--- config.mk ---
export PLATFORM = sky130hd
export DESIGN_NAME = falafel_lsu_arbiter
export DESIGN_NICKNAME = d
export VERILOG_FILES = /design/src/rtl/falafel_pkg.sv /design/src/rtl/falafel_rr_pick.sv /design/src/rtl/falafel_lsu_arbiter.sv
export SDC_FILE = /design/constraint.sdc
export NUM_CORES = 1
export LEC_CHECK = 0
export CAP_MARGIN = 20
export CELL_PAD_IN_SITES_DETAIL_PLACEMENT = 1
export CELL_PAD_IN_SITES_GLOBAL_PLACEMENT = 1
export CORE_AREA = 2 2 232 234
export CTS_BUF_LIST = sky130_fd_sc_hd__clkbuf_4 sky130_fd_sc_hd__clkbuf_8
export CTS_CLUSTER_SIZE = 30
export DETAILED_ROUTE_END_ITERATION = 12
export DIE_AREA = 0 0 234 236
export GPL_ROUTABILITY_DRIVEN = 0
export GPL_TIMING_DRIVEN = 1
export MAX_ROUTING_LAYER = met4
export PLACE_DENSITY_LB_ADDON = 0.2
export RECOVER_POWER = 25
export SLEW_MARGIN = 20
export SYNTH_ARGS = -nofsm -noshare
export SYNTH_HDL_FRONTEND = slang
export SYNTH_SLANG_ARGS = --single-unit
--- constraint.sdc ---
create_clock -name clk_i -period 3.2 [get_ports clk_i]
set_clock_uncertainty 0.1 [all_clocks]
set_input_delay 0.8 -clock clk_i [delete_from_list [all_inputs] [get_ports clk_i]]
set_output_delay 0.8 -clock clk_i [all_outputs]
set_load 0.01 [all_outputs]
--- src/rtl/falafel_pkg.sv ---
// Shared falafel types: LSU operations, words, free-list blocks and the
// arbiter's request payload and state encoding.
package falafel_pkg;

  typedef logic [31:0] word_t;

  typedef struct packed {
    word_t size;
    word_t next;
  } free_block_t;

  typedef enum logic [1:0] {
    LOAD_WORD   = 2'd0,
    STORE_WORD  = 2'd1,
    LOAD_BLOCK  = 2'd2,
    STORE_BLOCK = 2'd3
  } lsu_op_e;

  // One requester's complete LSU request, so payloads can be muxed as a unit.
  typedef struct packed {
    lsu_op_e     op;
    word_t       addr;
    word_t       word;
    free_block_t block;
  } lsu_req_t;

  typedef enum logic [1:0] {
    IDLE     = 2'd0,
    ISSUE    = 2'd1,
    WAIT_RSP = 2'd2,
    LOCKED   = 2'd3
  } arb_state_e;

endpackage

--- src/rtl/falafel_rr_pick.sv ---
// Round-robin pick: rotate the request vector so rr is bit 0, take the lowest
// set bit, then rotate the index back modulo NUM_REQ.
module falafel_rr_pick #(
  parameter int NUM_REQ = 2,
  parameter int OWNER_W = $clog2(NUM_REQ)
) (
  input  logic [NUM_REQ-1:0] req,
  input  logic [OWNER_W-1:0] rr,
  output logic [OWNER_W-1:0] idx,
  output logic               found
);

  localparam logic [OWNER_W:0] NUM_W = (OWNER_W + 1)'(NUM_REQ);

  logic [2*NUM_REQ-1:0] req_dbl;
  logic [NUM_REQ-1:0]   rot;
  logic [OWNER_W-1:0]   enc;
  logic [OWNER_W:0]     sum;
  logic [OWNER_W:0]     wrap;

  assign req_dbl = {req, req} >> rr;
  assign rot     = req_dbl[NUM_REQ-1:0];

  always_comb begin
    enc = '0;
    for (int i = NUM_REQ - 1; i >= 0; i--) begin
      if (rot[i]) enc = OWNER_W'(i);
    end
  end

  assign sum   = {1'b0, rr} + {1'b0, enc};
  assign wrap  = sum - NUM_W;
  assign idx   = (sum >= NUM_W) ? wrap[OWNER_W-1:0] : sum[OWNER_W-1:0];
  assign found = |req;

endmodule

--- src/rtl/falafel_lsu_arbiter.sv ---
// Round-robin arbiter sharing the falafel LSU between NUM_REQ requesters, with
// an optional lock that keeps the grant across several LSU transactions.
module falafel_lsu_arbiter
  import falafel_pkg::*;
#(
  parameter int NUM_REQ = 2,
  parameter int OWNER_W = $clog2(NUM_REQ)
) (
  input  logic                clk_i,
  input  logic                rst_i,
  input  logic [NUM_REQ-1:0]  req_val_i,
  output logic [NUM_REQ-1:0]  req_rdy_o,
  input  lsu_op_e             req_op_i    [NUM_REQ],
  input  word_t               req_addr_i  [NUM_REQ],
  input  word_t               req_word_i  [NUM_REQ],
  input  free_block_t         req_block_i [NUM_REQ],
  input  logic [NUM_REQ-1:0]  req_lock_i,
  output logic [NUM_REQ-1:0]  rsp_val_o,
  input  logic [NUM_REQ-1:0]  rsp_rdy_i,
  output word_t               rsp_word_o,
  output free_block_t         rsp_block_o,
  output logic                lsu_req_val_o,
  input  logic                lsu_req_rdy_i,
  output lsu_op_e             lsu_req_op_o,
  output word_t               lsu_req_addr_o,
  output word_t               lsu_req_word_o,
  output free_block_t         lsu_req_block_o,
  input  logic                lsu_rsp_val_i,
  output logic                lsu_rsp_rdy_o,
  input  word_t               lsu_rsp_word_i,
  input  free_block_t         lsu_rsp_block_i
);

  localparam logic [OWNER_W-1:0] LAST = OWNER_W'(NUM_REQ - 1);

  arb_state_e         state_q;
  logic [OWNER_W-1:0] owner_q;
  logic [OWNER_W-1:0] rr_q;

  logic [OWNER_W-1:0] pick_idx;
  logic               pick_found;
  logic [OWNER_W-1:0] rr_next;
  logic               issue_act;
  logic               wait_act;
  lsu_req_t           req_pay [NUM_REQ];
  lsu_req_t           lsu_req_sel;

  falafel_rr_pick #(
    .NUM_REQ (NUM_REQ),
    .OWNER_W (OWNER_W)
  ) u_pick (
    .req   (req_val_i),
    .rr    (rr_q),
    .idx   (pick_idx),
    .found (pick_found)
  );

  assign rr_next = (owner_q == LAST) ? '0 : owner_q + 1'b1;

  always_ff @(posedge clk_i) begin
    if (rst_i) begin
      state_q <= IDLE;
      owner_q <= '0;
      rr_q    <= '0;
    end else begin
      case (state_q)
        IDLE: begin
          if (pick_found) begin
            owner_q <= pick_idx;
            state_q <= ISSUE;
          end
        end
        ISSUE: begin
          if (req_val_i[owner_q] && lsu_req_rdy_i) state_q <= WAIT_RSP;
        end
        WAIT_RSP: begin
          if (lsu_rsp_val_i && rsp_rdy_i[owner_q]) begin
            if (req_lock_i[owner_q]) begin
              state_q <= LOCKED;
            end else begin
              state_q <= IDLE;
              rr_q    <= rr_next;
            end
          end
        end
        LOCKED: begin
          if (req_val_i[owner_q]) begin
            state_q <= ISSUE;
          end else if (!req_lock_i[owner_q]) begin
            state_q <= IDLE;
            rr_q    <= rr_next;
          end
        end
        default: state_q <= IDLE;
      endcase
    end
  end

  // Handshake outputs are gated by reset so nothing leaks while rst_i is high.
  assign issue_act = !rst_i && (state_q == ISSUE);
  assign wait_act  = !rst_i && (state_q == WAIT_RSP);

  genvar gi;
  generate
    for (gi = 0; gi < NUM_REQ; gi++) begin : g_req
      assign req_pay[gi] = {req_op_i[gi], req_addr_i[gi], req_word_i[gi], req_block_i[gi]};
      assign req_rdy_o[gi] = issue_act && (owner_q == OWNER_W'(gi)) && lsu_req_rdy_i;
      assign rsp_val_o[gi] = wait_act && (owner_q == OWNER_W'(gi)) && lsu_rsp_val_i;
    end
  endgenerate

  assign lsu_req_sel     = req_pay[owner_q];
  assign lsu_req_val_o   = issue_act && req_val_i[owner_q];
  assign lsu_req_op_o    = lsu_req_sel.op;
  assign lsu_req_addr_o  = lsu_req_sel.addr;
  assign lsu_req_word_o  = lsu_req_sel.word;
  assign lsu_req_block_o = lsu_req_sel.block;

  assign lsu_rsp_rdy_o = wait_act && rsp_rdy_i[owner_q];
  assign rsp_word_o    = lsu_rsp_word_i;
  assign rsp_block_o   = lsu_rsp_block_i;

  // An LSU response is only legal while a granted transaction is outstanding.
  a_rsp_in_wait : assert property (@(posedge clk_i) disable iff (rst_i)
    lsu_rsp_val_i |-> (state_q == WAIT_RSP));

endmodule

==> insert_results.sql <==
INSERT INTO impl_metrics (metric_group, metric, value, unit) VALUES
('yosys', 'mappedNetlistNets', '650', ''),
('power_and_ir_drop', 'p_leak', '2.32', 'nW'),
('worst_setup_path', 'critical_path_buf_inv_count', '2', ''),
('routing', 'detailedRoute.firstPassIterationCount', '4', ''),
('timing', 'unrepaired_setup_endpoints_after_global_routing', 'no', ''),
('status', 'run_status', 'completed', ''),
('timing', 'tightest_slew', '0.491', 'ns'),
('finish', 'n_fill_cell', '6249', ''),
('worst_setup_path', 'worst_r2r_dst', 'rr_q$_SDFFE_PP0P_', ''),
('place', 'dp_slack', '-0.273', 'ns'),
('timing', 'max-slew-margin-rel', '67.0', '%'),
('yosys', 'synth_cell_types', '25', ''),
('worst_setup_path', 'crit-reg2reg-launch', 'owner_q$_SDFFE_PP0P_', ''),
('yosys', 'async_flop_share', '0', '%'),
('finish', 'layout.cells.most_common', 'sky130_fd_sc_hd__clkdlybuf4s50_1', ''),
('flow_run', 'maxCapViolations', '0', ''),
('worst_setup_path', 'reg2reg_depth', '5', ''),
('place', 'numPortBuffers', '405', ''),
('clock_network', 'maximum_count_of_clock_buffers_along_a_single_path', '2', ''),
('power_and_ir_drop', 'power.combinational.fraction', '86.3', '%'),
('yosys', 'post_synth_main_area_contributors', 'sky130_fd_sc_hd__mux2_2, sky130_fd_sc_hd__buf_4, sky130_fd_sc_hd__dfxtp_1', ''),
('timing', 'final_worst_path_period_need', '3.09', 'ns'),
('hold_path', 'hp-class', 'flip-flop to flip-flop', ''),
('yosys', 'netlist.top_cell.by_area', 'sky130_fd_sc_hd__mux2_2', ''),
('power_and_ir_drop', 'power_switching_share', '32.5', '%'),
('timing', 'slew_viol_final', '0', ''),
('timing', 'hold_viol', '0', ''),
('routing', 'detailedRoute.firstIterationViolations', '28', ''),
('clock_network', 'postCtsHoldBufs', '0', ''),
('global_route', 'pin_count_of_the_biggest_net_entering_global_routing', '55', ''),
('routing', 'antenna_left', '0', ''),
('worst_setup_path', 'path_cells', 'clkdlybuf4s50_1 -> nand3_1 -> nor2_1 -> clkdlybuf4s50_1', ''),
('finish', 'finalNetCount', '965', ''),
('global_route', 'globalRoute.totalOverflow', '0', ''),
('yosys', 'netlist.area_leader.share', '57.3', '%'),
('place', 'dp.cells', '1290', ''),
('routing', 'detailroute.via_count', '3417', ''),
('global_route', 'grt_first_pass_wirelength', '25800', 'µm'),
('worst_setup_path', 'worst_path_most_repeated_cell', 'sky130_fd_sc_hd__clkdlybuf4s50_1', ''),
('finish', 'final_cell_mix', 'sky130_fd_sc_hd__clkdlybuf4s50_1, sky130_fd_sc_hd__mux2_2, sky130_fd_sc_hd__buf_4', ''),
('floorplan', 'floorplan.io_pins', '598', ''),
('clock_network', 'clk_pin_slew_worst_paths', '0.04', 'ns'),
('clock_network', 'clkLatencyLatePin', '0.22', 'ns'),
('timing', 'max_freq', '324', 'MHz'),
('worst_setup_path', 'required', '2.30', 'ns'),
('floorplan', 'num_rows', '85', ''),
('worst_setup_path', 'worst-path-max-fanout', '2', ''),
('floorplan', 'die_y', '236', 'µm'),
('worst_setup_path', 'criticalPathCategory', 'primary input to primary output', ''),
('floorplan', 'dieArea', '55200', 'µm²'),
('global_route', 'grt_pass1_vias', '3771', ''),
('clock_network', 'cts_inserted_buffers', '3', ''),
('finish', 'areaGrowthSynthToFinish', '169', '%'),
('hold_path', 'startpoint_of_the_worst_hold_path', 'rr_q$_SDFFE_PP0P_', ''),
('global_route', 'groute.usage.overall', '6.74', '%'),
('worst_setup_path', 'r2r_slack', '1.39', 'ns'),
('power_and_ir_drop', 'total_switching_power', '0.464', 'mW'),
('power_and_ir_drop', 'worst_case_vdd_ir_drop', '78.4', 'µV'),
('finish', 'layout-drive-gt1-share', '26.4', '%'),
('yosys', 'synth_flop_cell', 'sky130_fd_sc_hd__dfxtp_1', ''),
('yosys', 'synth_edf_count', '0', ''),
('hold_path', 'whs_endpoint', 'rr_q$_SDFFE_PP0P_', ''),
('worst_setup_path', 'cp-start-kind', 'primary input', ''),
('yosys', 'synthesis.instances', '284', ''),
('worst_setup_path', 'worst_path_max_delay_cell', 'sky130_fd_sc_hd__clkdlybuf4s50_1', ''),
('routing', 'post-route-drc-count', '0', ''),
('timing', 'final.setup.worst_slack', '0.115', 'ns'),
('clock_network', 'cts.htree.levels', '1', ''),
('yosys', 'yosysWarnings', '0', ''),
('power_and_ir_drop', 'p_int', '0.964', 'mW'),
('clock_network', 'tritoncts_num_sinks', '4', '');
==> cells by family (layout without fill, tap and decap cells) <==
family / after synthesis / in the layout / share of synthesized area, %
flops: 4 / 4 / 3.11
simple gates: 25 / 25 / 4.77
compound gates: 8 / 8 / 2.53
mux: 133 / 133 / 58.1
buf+inv: 114 / 428 / 31.5
==> stage by stage <==
| stage | total power [mW] | TNS, ns | area, µm² | hold WS [ns] | util (%) |
|---|---|---|---|---|---|
| finish | 1.43 | 0 | 6930 | 0.468 | 13.1 |
| global route | 1.53 | 0 | 6930 | 0.494 | 13.1 |
| global placement | 1.35 | -0.897 | 6870 | 0.453 | 12.9 |
| CTS | 1.47 | 0 | 6920 | 0.461 | 13.0 |
| detailed placement | 1.34 | -0.976 | 6870 | 0.453 | 12.9 |
| floorplan | 0.627 | 0 | 2570 | 0.406 | - |
==> state kept, by name, indices dropped and copies added, names as in the netlist <==
register,count
rr_q,1
owner_q,1
state_q,2
==> worst max path at each step <==
| stage | slack, ns | endpoint | cells after the start | from |
|---|---|---|---|---|
| finish | 0.11 | req_rdy_o[1] | 4 | lsu_req_rdy_i |
| global route | 0.02 | rsp_val_o[0] | 4 | lsu_rsp_val_i |
| CTS | 0.04 | lsu_req_val_o | 6 | req_val_i[1] |
| detailed placement | -0.27 | lsu_req_val_o | 6 | req_val_i[1] |
| global placement | -0.24 | lsu_req_val_o | 6 | req_val_i[0] |
| floorplan | 0.97 | lsu_req_val_o | 3 | req_val_i[1] |
==> power by group through the flow <==
stage	clock (mW)	sequential [mW]	combinational [mW]
after floorplan	0	0.0648	0.563
after global placement	0	0.0759	1.28
after detailed placement	0	0.0759	1.26
after CTS	0.124	0.0758	1.27
after global routing	0.129	0.0768	1.33
final	0.122	0.0740	1.23
==> worst reg2reg max path, cell delays in order (launching register included) <==
cell and delay [ns]:
sky130_fd_sc_hd__dfxtp_4 0.53, sky130_fd_sc_hd__mux2i_1 0.22, sky130_fd_sc_hd__buf_4 0.18, sky130_fd_sc_hd__o21ai_2 0.26, sky130_fd_sc_hd__a31oi_1 0.13, sky130_fd_sc_hd__a311oi_1 0.29
==> layer usage <==
metal / track usage, % / part of all wire, % / vias to the layer above
met5: - / 0 / -
met4: 0.921 / 1.1 / 0
met3: 2.79 / 14 / 18
met2: 12.4 / 49 / 381
met1: 6.72 / 36 / 1490
li1: - / - / 1528
==> area by class of cell <==
class	instances	area, µm²	area share (%)
repair buffers	422	4230	61.0
well taps	696	871	12.6
flip-flops and latches	4	83.8	1.21
inverters	2	7.51	0.108
clock buffers	4	48.8	0.704
multi-input cells	166	1690	24.4
==> Yosys cell counts (2+ instances only) <==
| library cell | count |
|---|---|
| sky130_fd_sc_hd__buf_2 | 14 |
| sky130_fd_sc_hd__buf_4 | 97 |
| sky130_fd_sc_hd__dfxtp_1 | 4 |
| sky130_fd_sc_hd__inv_1 | 2 |
| sky130_fd_sc_hd__mux2_2 | 131 |
| sky130_fd_sc_hd__mux2i_1 | 2 |
| sky130_fd_sc_hd__nand2_1 | 4 |
| sky130_fd_sc_hd__nand2b_1 | 3 |
| sky130_fd_sc_hd__nand3_1 | 2 |
| sky130_fd_sc_hd__nor2_1 | 8 |
| sky130_fd_sc_hd__nor3_1 | 3 |
Power figures use the tool's default switching activity.
